`config.mk`:
```
export PLATFORM = sky130hd
export DESIGN_NAME = spram_arbiter
export DESIGN_NICKNAME = d
export VERILOG_FILES = /design/src/rtl/spram_arb_pkg.sv /design/src/rtl/spram_arbiter.sv
export SDC_FILE = /design/constraint.sdc
export NUM_CORES = 1
export LEC_CHECK = 0
export ABC_CLOCK_PERIOD_IN_PS = 2100
export CAP_MARGIN = 10
export CORE_UTILIZATION = 37
export CTS_CLUSTER_DIAMETER = 80
export DETAILED_ROUTE_END_ITERATION = 16
export PLACE_DENSITY = 0.89
export SLEW_MARGIN = 15
export SYNTH_ARGS = -nofsm -noshare
export SYNTH_HDL_FRONTEND = slang
export SYNTH_SLANG_ARGS = --single-unit
```
`constraint.sdc`:
```
create_clock -name clk -period 2.1 [get_ports clk]
set_clock_uncertainty 0.1 [all_clocks]
set_input_delay 0.42 -clock clk [delete_from_list [all_inputs] [get_ports clk]]
set_output_delay 0.42 -clock clk [all_outputs]
set_load 0.1 [all_outputs]
```
`src/rtl/spram_arb_pkg.sv`:
```
// Shared types and default sizes for the single-port RAM arbiter.
// Holds the ownership state encoding used by spram_arbiter.
package spram_arb_pkg;

    localparam int AW_DEF = 12;
    localparam int DW_DEF = 8;

    typedef enum logic [1:0] {
        IDLE = 2'd0,
        OWN0 = 2'd1,
        OWN1 = 2'd2
    } state_t;

endpackage

```
`src/rtl/spram_arbiter.sv`:
```
// Two-requester arbiter in front of one single-port RAM (1-cycle read).
// Define SPRAM_ARB_RR_EN for round-robin ties; otherwise port0 wins ties.
module spram_arbiter
    import spram_arb_pkg::*;
#(
    parameter int AW = AW_DEF,
    parameter int DW = DW_DEF
) (
    input  logic          clk,
    input  logic          reset,

    input  logic          rq0_valid,
    output logic          rq0_ready,
    input  logic          rq0_we,
    input  logic [AW-1:0] rq0_addr,
    input  logic [DW-1:0] rq0_wdata,
    input  logic          rq0_lock,
    output logic          rq0_rvalid,
    output logic [DW-1:0] rq0_rdata,

    input  logic          rq1_valid,
    output logic          rq1_ready,
    input  logic          rq1_we,
    input  logic [AW-1:0] rq1_addr,
    input  logic [DW-1:0] rq1_wdata,
    input  logic          rq1_lock,
    output logic          rq1_rvalid,
    output logic [DW-1:0] rq1_rdata,

    output logic          ram_ce,
    output logic          ram_oce,
    output logic          ram_wre,
    output logic [AW-1:0] ram_ad,
    output logic [DW-1:0] ram_din,
    input  logic [DW-1:0] ram_dout
);

    state_t        state;
    state_t        state_nx;
    logic          grant0;
    logic          grant1;
    logic          acc0;
    logic          acc1;
    logic          tie_pick1;
    logic          pend0;
    logic          pend1;
    logic [DW-1:0] rdata0_q;
    logic [DW-1:0] rdata1_q;

`ifdef SPRAM_ARB_RR_EN
    logic pref1;

    // Preference flips after every accepted transfer.
    always_ff @(posedge clk) begin
        if (reset) begin
            pref1 <= 1'b0;
        end else if (acc0 || acc1) begin
            pref1 <= ~pref1;
        end
    end

    assign tie_pick1 = pref1;
`else
    assign tie_pick1 = 1'b0;
`endif

    // Grant selection; nothing is granted while reset is high.
    always_comb begin
        grant0 = 1'b0;
        grant1 = 1'b0;
        if (!reset) begin
            unique case (state)
                IDLE: begin
                    if (rq0_valid && (!rq1_valid || !tie_pick1)) begin
                        grant0 = 1'b1;
                    end else if (rq1_valid) begin
                        grant1 = 1'b1;
                    end
                end
                OWN0:    grant0 = 1'b1;
                OWN1:    grant1 = 1'b1;
                default: ;
            endcase
        end
    end

    assign rq0_ready = grant0;
    assign rq1_ready = grant1;
    assign acc0      = rq0_valid && grant0;
    assign acc1      = rq1_valid && grant1;

    assign ram_ce  = acc0 || acc1;
    assign ram_oce = 1'b1;
    assign ram_wre = (acc0 && rq0_we) || (acc1 && rq1_we);
    assign ram_ad  = grant1 ? rq1_addr : rq0_addr;
    assign ram_din = grant1 ? rq1_wdata : rq0_wdata;

    // Ownership: a locked accept keeps the grant on that port.
    always_comb begin
        state_nx = state;
        unique case (state)
            IDLE: begin
                if (acc0 && rq0_lock) begin
                    state_nx = OWN0;
                end else if (acc1 && rq1_lock) begin
                    state_nx = OWN1;
                end
            end
            OWN0: begin
                if (!rq0_lock && (acc0 || !rq0_valid)) begin
                    state_nx = IDLE;
                end
            end
            OWN1: begin
                if (!rq1_lock && (acc1 || !rq1_valid)) begin
                    state_nx = IDLE;
                end
            end
            default: state_nx = IDLE;
        endcase
    end

    // State register.
    always_ff @(posedge clk) begin
        if (reset) begin
            state <= IDLE;
        end else begin
            state <= state_nx;
        end
    end

    // Remember which port owns the read data arriving next cycle.
    always_ff @(posedge clk) begin
        if (reset) begin
            pend0 <= 1'b0;
            pend1 <= 1'b0;
        end else begin
            pend0 <= acc0 && !rq0_we;
            pend1 <= acc1 && !rq1_we;
        end
    end

    // A read pending across reset is dropped combinationally.
    assign rq0_rvalid = pend0 && !reset;
    assign rq1_rvalid = pend1 && !reset;

    // Capture returned data so it holds while rvalid is low.
    always_ff @(posedge clk) begin
        if (reset) begin
            rdata0_q <= '0;
            rdata1_q <= '0;
        end else begin
            if (rq0_rvalid) begin
                rdata0_q <= ram_dout;
            end
            if (rq1_rvalid) begin
                rdata1_q <= ram_dout;
            end
        end
    end

    assign rq0_rdata = rq0_rvalid ? ram_dout : rdata0_q;
    assign rq1_rdata = rq1_rvalid ? ram_dout : rdata1_q;

    rq0_hold: assert property (@(posedge clk) disable iff (reset)
        (rq0_valid && !rq0_ready) |=> (!rq0_valid ||
        $stable({rq0_we, rq0_addr, rq0_wdata, rq0_lock})));

    rq1_hold: assert property (@(posedge clk) disable iff (reset)
        (rq1_valid && !rq1_ready) |=> (!rq1_valid ||
        $stable({rq1_we, rq1_addr, rq1_wdata, rq1_lock})));

endmodule

```
Word-level counts from Yosys, hierarchy flattened --
Index checks and enable logic that the tools add are counted. Widths: inputs -> output; s select.
Word-level totals: input bits 56, register bits after elaboration 20, output and inout bits 43, logic and storage cells 51
Cells by class: equal/unequal tests 5, mux-type cells 16, reductions and logical operators 25
Operator list (count):
- $mux 8 | 3
- $logic_and 1x1->1 | 12
- $mux 12 | 1
- $mux 2 | 4
- $logic_not 1->1 | 7
- $pmux 2 s3 | 1
- $mux 1 | 5
- $logic_or 1x1->1 | 4
- $ne 2x2->1 const B | 2
- $pmux 1 s2 | 2
- $ne 3x3->1 const B | 1
- $reduce_and 3->1 | 1
- $eq 2x1->1 const B | 1
- $eq 2x2->1 const B | 1
- $logic_not 2->1 | 1

Logic depth before layout (Yosys ltp) --
depth after elaboration 9, depth in mapped cells 4, depth with buffers taken out 3

Worst setup path after synthesis --
OpenSTA, ideal clock, no wires.
kind input-to-output, start point input reset, end point output rq0_ready, stages on the path 1, slack -0.934 ns, arrival time 2.514 ns, required time 1.580 ns, buffers on the path 0, cell sequence nor3_1
Between the ends: longest elaborated chain between the ends 1
Ends and longest elaborated chain:
- from (decl) | line spram_arbiter.sv:10 | input logic reset,
- $mux 1 | line spram_arbiter.sv:71 | if (!reset) begin
- to (decl) | line spram_arbiter.sv:13 | output logic rq0_ready,
No other way between the ends.

Worst setup path in the final report --
start point register state[0], end point output ram_din[3]
Between the ends: longest elaborated chain between the ends 4, elaborated cells on any way between the ends 5, those cells by class eq/ne (1); mux (3); reduce/logical (1)
Ends and longest elaborated chain:
- from (decl) | line spram_arbiter.sv:38 | state_t state;
- from (signal assigned) | line spram_arbiter.sv:128 | state <= state_nx;
- $eq 2x2->1 or $logic_not 2->1 (tied branches) | line spram_arbiter.sv:72 | unique case (state)
- $pmux 1 s2 (*) | line spram_arbiter.sv:72
- $mux 1 (*) | line spram_arbiter.sv:71
- $mux 8 (*) | line spram_arbiter.sv:96 | assign ram_din = grant1 ? rq1_wdata : rq0_wdata;
- to (decl) | line spram_arbiter.sv:34 | output logic [DW-1:0] ram_din,
Mark *: on every way between the ends. The rest lies on a longest branch, timed or not.

==> flow_summary.yaml <==
setup_path:
  cp-start-kind: "flop"
  critPathCaptureType: "output pin"
  path_delay_family: "buffers and inverters"
  crit_path_frequent_cell: "buf_12"
  critical_path_required_ps: 1580
  max_stage_delay_ps: 390
  slowest_stage: "dfxtp_4"
  worstPathMaxFanout: 5
  crit_type: "reg2out"
  crit_chain: "nor2_4, o21ai_4, buf_12, buf_12, buf_12, mux2_4, buf_12"
  cp.buffers_inverters: 4
  cp_data_arrival_time_ps: 1750
detailed_routing:
  wl_per_cell_um: 19.8
  drt-total-wl_um: 5480
  drtPass1Iterations: 4
  drcViolationCount: 0
  drt_iter0_drc: 43
  via_count: 1409
  ant_nets: 0
  viasPerCell: 5.11
pwr:
  p_leak_uw: 0.00134
  ir_drop_uv: 461
  power_density_nw_per_um2: 507
synth:
  yosys-top-cells-area: "dfxtp_1, mux2_4, mux2i_1, mux2_1, nor2_1"
  synth-seq-cells: 20
  ys_seq_area_frac: 0.295
  synth_top_cells_by_count: "mux2_4, dfxtp_1, nor2_1, mux2i_1, mux2_1"
  yosysTopAreaCellShare: 0.295
  syn_inst: 119
  syn-cell-area_um2: 1360
  avgSynthCellArea_um2: 11.4
  ys_types: 24
  syn-num-nets: 175
  synth_edf_count: 0
  yosysTopAreaCell: "dfxtp_1"
  synthFlopType: "dfxtp_1"
  ys_warn_count: 0
  synth-async-reset-ratio: 0
  synth_most_common_cell: "mux2_4"
cells_and_area:
  fillerInstances: 132
  drive_gt1_frac: 0.457
  final_area_um2: 3010
  antenna_cells: 0
  area_delta_synth_final_pct: 122
  final_cells: 276
  layout.nets: 287
global_route:
  grt_max_degree: 14
  grt_pass1_vias: 1578
  grt_first_pass_wirelength_um: 8440
  globalRoute.totalOverflow: 0
  grt_use_total: 0.285
  grt_antenna_before_repair: 0
floorplan:
  ios: 99
  die-area_um2: 3910
  std_cell_rows: 21
  initial_utilization: 0.397
  dieWidth_um: 62.5
  die-height_um: 62.5
  core_area_um2: 3420
flow_run:
  cap_violations: 0
outcome:
  status: "finished, violations left"
  violations: "negative setup slack"
sta:
  min_period_ps: 2270
  holdWs_ps: 351
  max_freq_mhz: 441
  setup_viol: 29
  layout_setup_ws_ps: -167
  period_share: 1.08
  finalMaxSlewViolations: 0
  rsz0062_at_grt: "yes"
  final-hold-violation-count: 0
clocking:
  clock_latency_ps: 310
  cts_buffers: 3
  cts_buffer_depth: 2
  cts_sinks: 20
  path_clk_slew_ps: 120
  htree_levels: 1
  cts_tree: "built"
  clock-root-buffer: "clkbuf_4"
placement:
  gp_congestion: 0.758
  placed_cells: 267
  portBuffers: 97
  place_area_um2: 2850
  hpwl_um: 3720
worst_hold_path:
  hp-class: "in2reg"
-- timing repair --
item	in CTS	in global routing
hold buffers	0	0
cloned	2	0
resized for setup	28	0
pin swaps	3	0
setup endpoints to repair	41	29
setup buffers	3	0
-- worst reg2reg max path: cells and delay by family, from the launching register on --
family	cells	cell delay, ps
buf+inv	1	160
flops	1	390
simple gates	2	370
-- where the power goes --
group | internal [uW] | total (uW) | switching [uW] | leakage [uW]
sequential | 390 | 399 | 9.00 | 0.000164
clock | 106 | 227 | 121 | 0.0000210
combinational | 388 | 901 | 513 | 0.00115
-- placed cells by master, fill, tap and decap left out, drive strengths merged --
cell type	synthesis	final
nor3	2	2
mux2i	16	16
nand2	1	1
or3b	1	1
clkdlybuf4s50	0	51
nand2b	3	3
mux2	36	36
conb	1	1
nor4	1	1
a21oi	2	2
buf	7	64
and2	1	1
o21ai	1	1
dlygate4sd2	0	1
nor2b	3	3
dfxtp	20	20
clkbuf	2	4
inv	3	3
nor2	19	19
-- layout make-up --
class,count,area [um2],area share
multi-input combinational,87,882,0.293
inverter,3,11.3,0.00374
timing repair buffer,116,1620,0.538
tap,46,57.6,0.0191
clock buffer,4,36.3,0.0120
sequential,20,405,0.135
-- layer usage --
layer / wire length (um) / track usage / vias up / share of wire
met5: 0 / 0 / - / 0
met3: 275 / 0.0438 / 18 / 0.050
met1: 1930 / 0.294 / 685 / 0.35
met2: 3080 / 0.556 / 72 / 0.56
met4: 191 / 0.125 / 0 / 0.035
li1: - / - / 634 / -
-- flip-flops by register name, indices dropped and copies added, names as in the netlist --
register and flops:
rdata0_q 8, rdata1_q 8, state 2, pend0 1, pend1 1
-- metrics by stage --
stage / util / power (uW) / setup TNS, ps / worst slack [ps]
detailed placement: 0.833 / 1270 / -11150 / -345
finish: 0.882 / 1530 / -2020 / -167
floorplan: - / 910 / -49.8 / -49.8
CTS: 0.882 / 1520 / -1160 / -135
global route: 0.882 / 1570 / -3310 / -210
global placement: 0.833 / 1250 / -9930 / -303
-- final timing paths --
kind | from | endpoint | slack [ps] | cells past startpoint
min reg2reg | rdata1_q[6] | rdata1_q[6] | 410 | 2
max reg2reg | state[0] | pend1 | 990 | 3
max | state[0] | ram_din[3] | -170 | 7
min | rq1_we | pend1 | 350 | 2
-- cell families (layout without fill, tap and decap cells) --
group / count (synthesis) / in the layout / synth area share
other: 1 / 1 / 0.00277
multiplexers: 52 / 52 / 0.489
buffers and inverters: 12 / 123 / 0.0766
flip-flops: 20 / 20 / 0.295
AND/OR/NAND/NOR: 31 / 31 / 0.114
AO/OA/AOI/OAI: 3 / 3 / 0.0222
No activity file was read; power rests on OpenSTA's default activity.
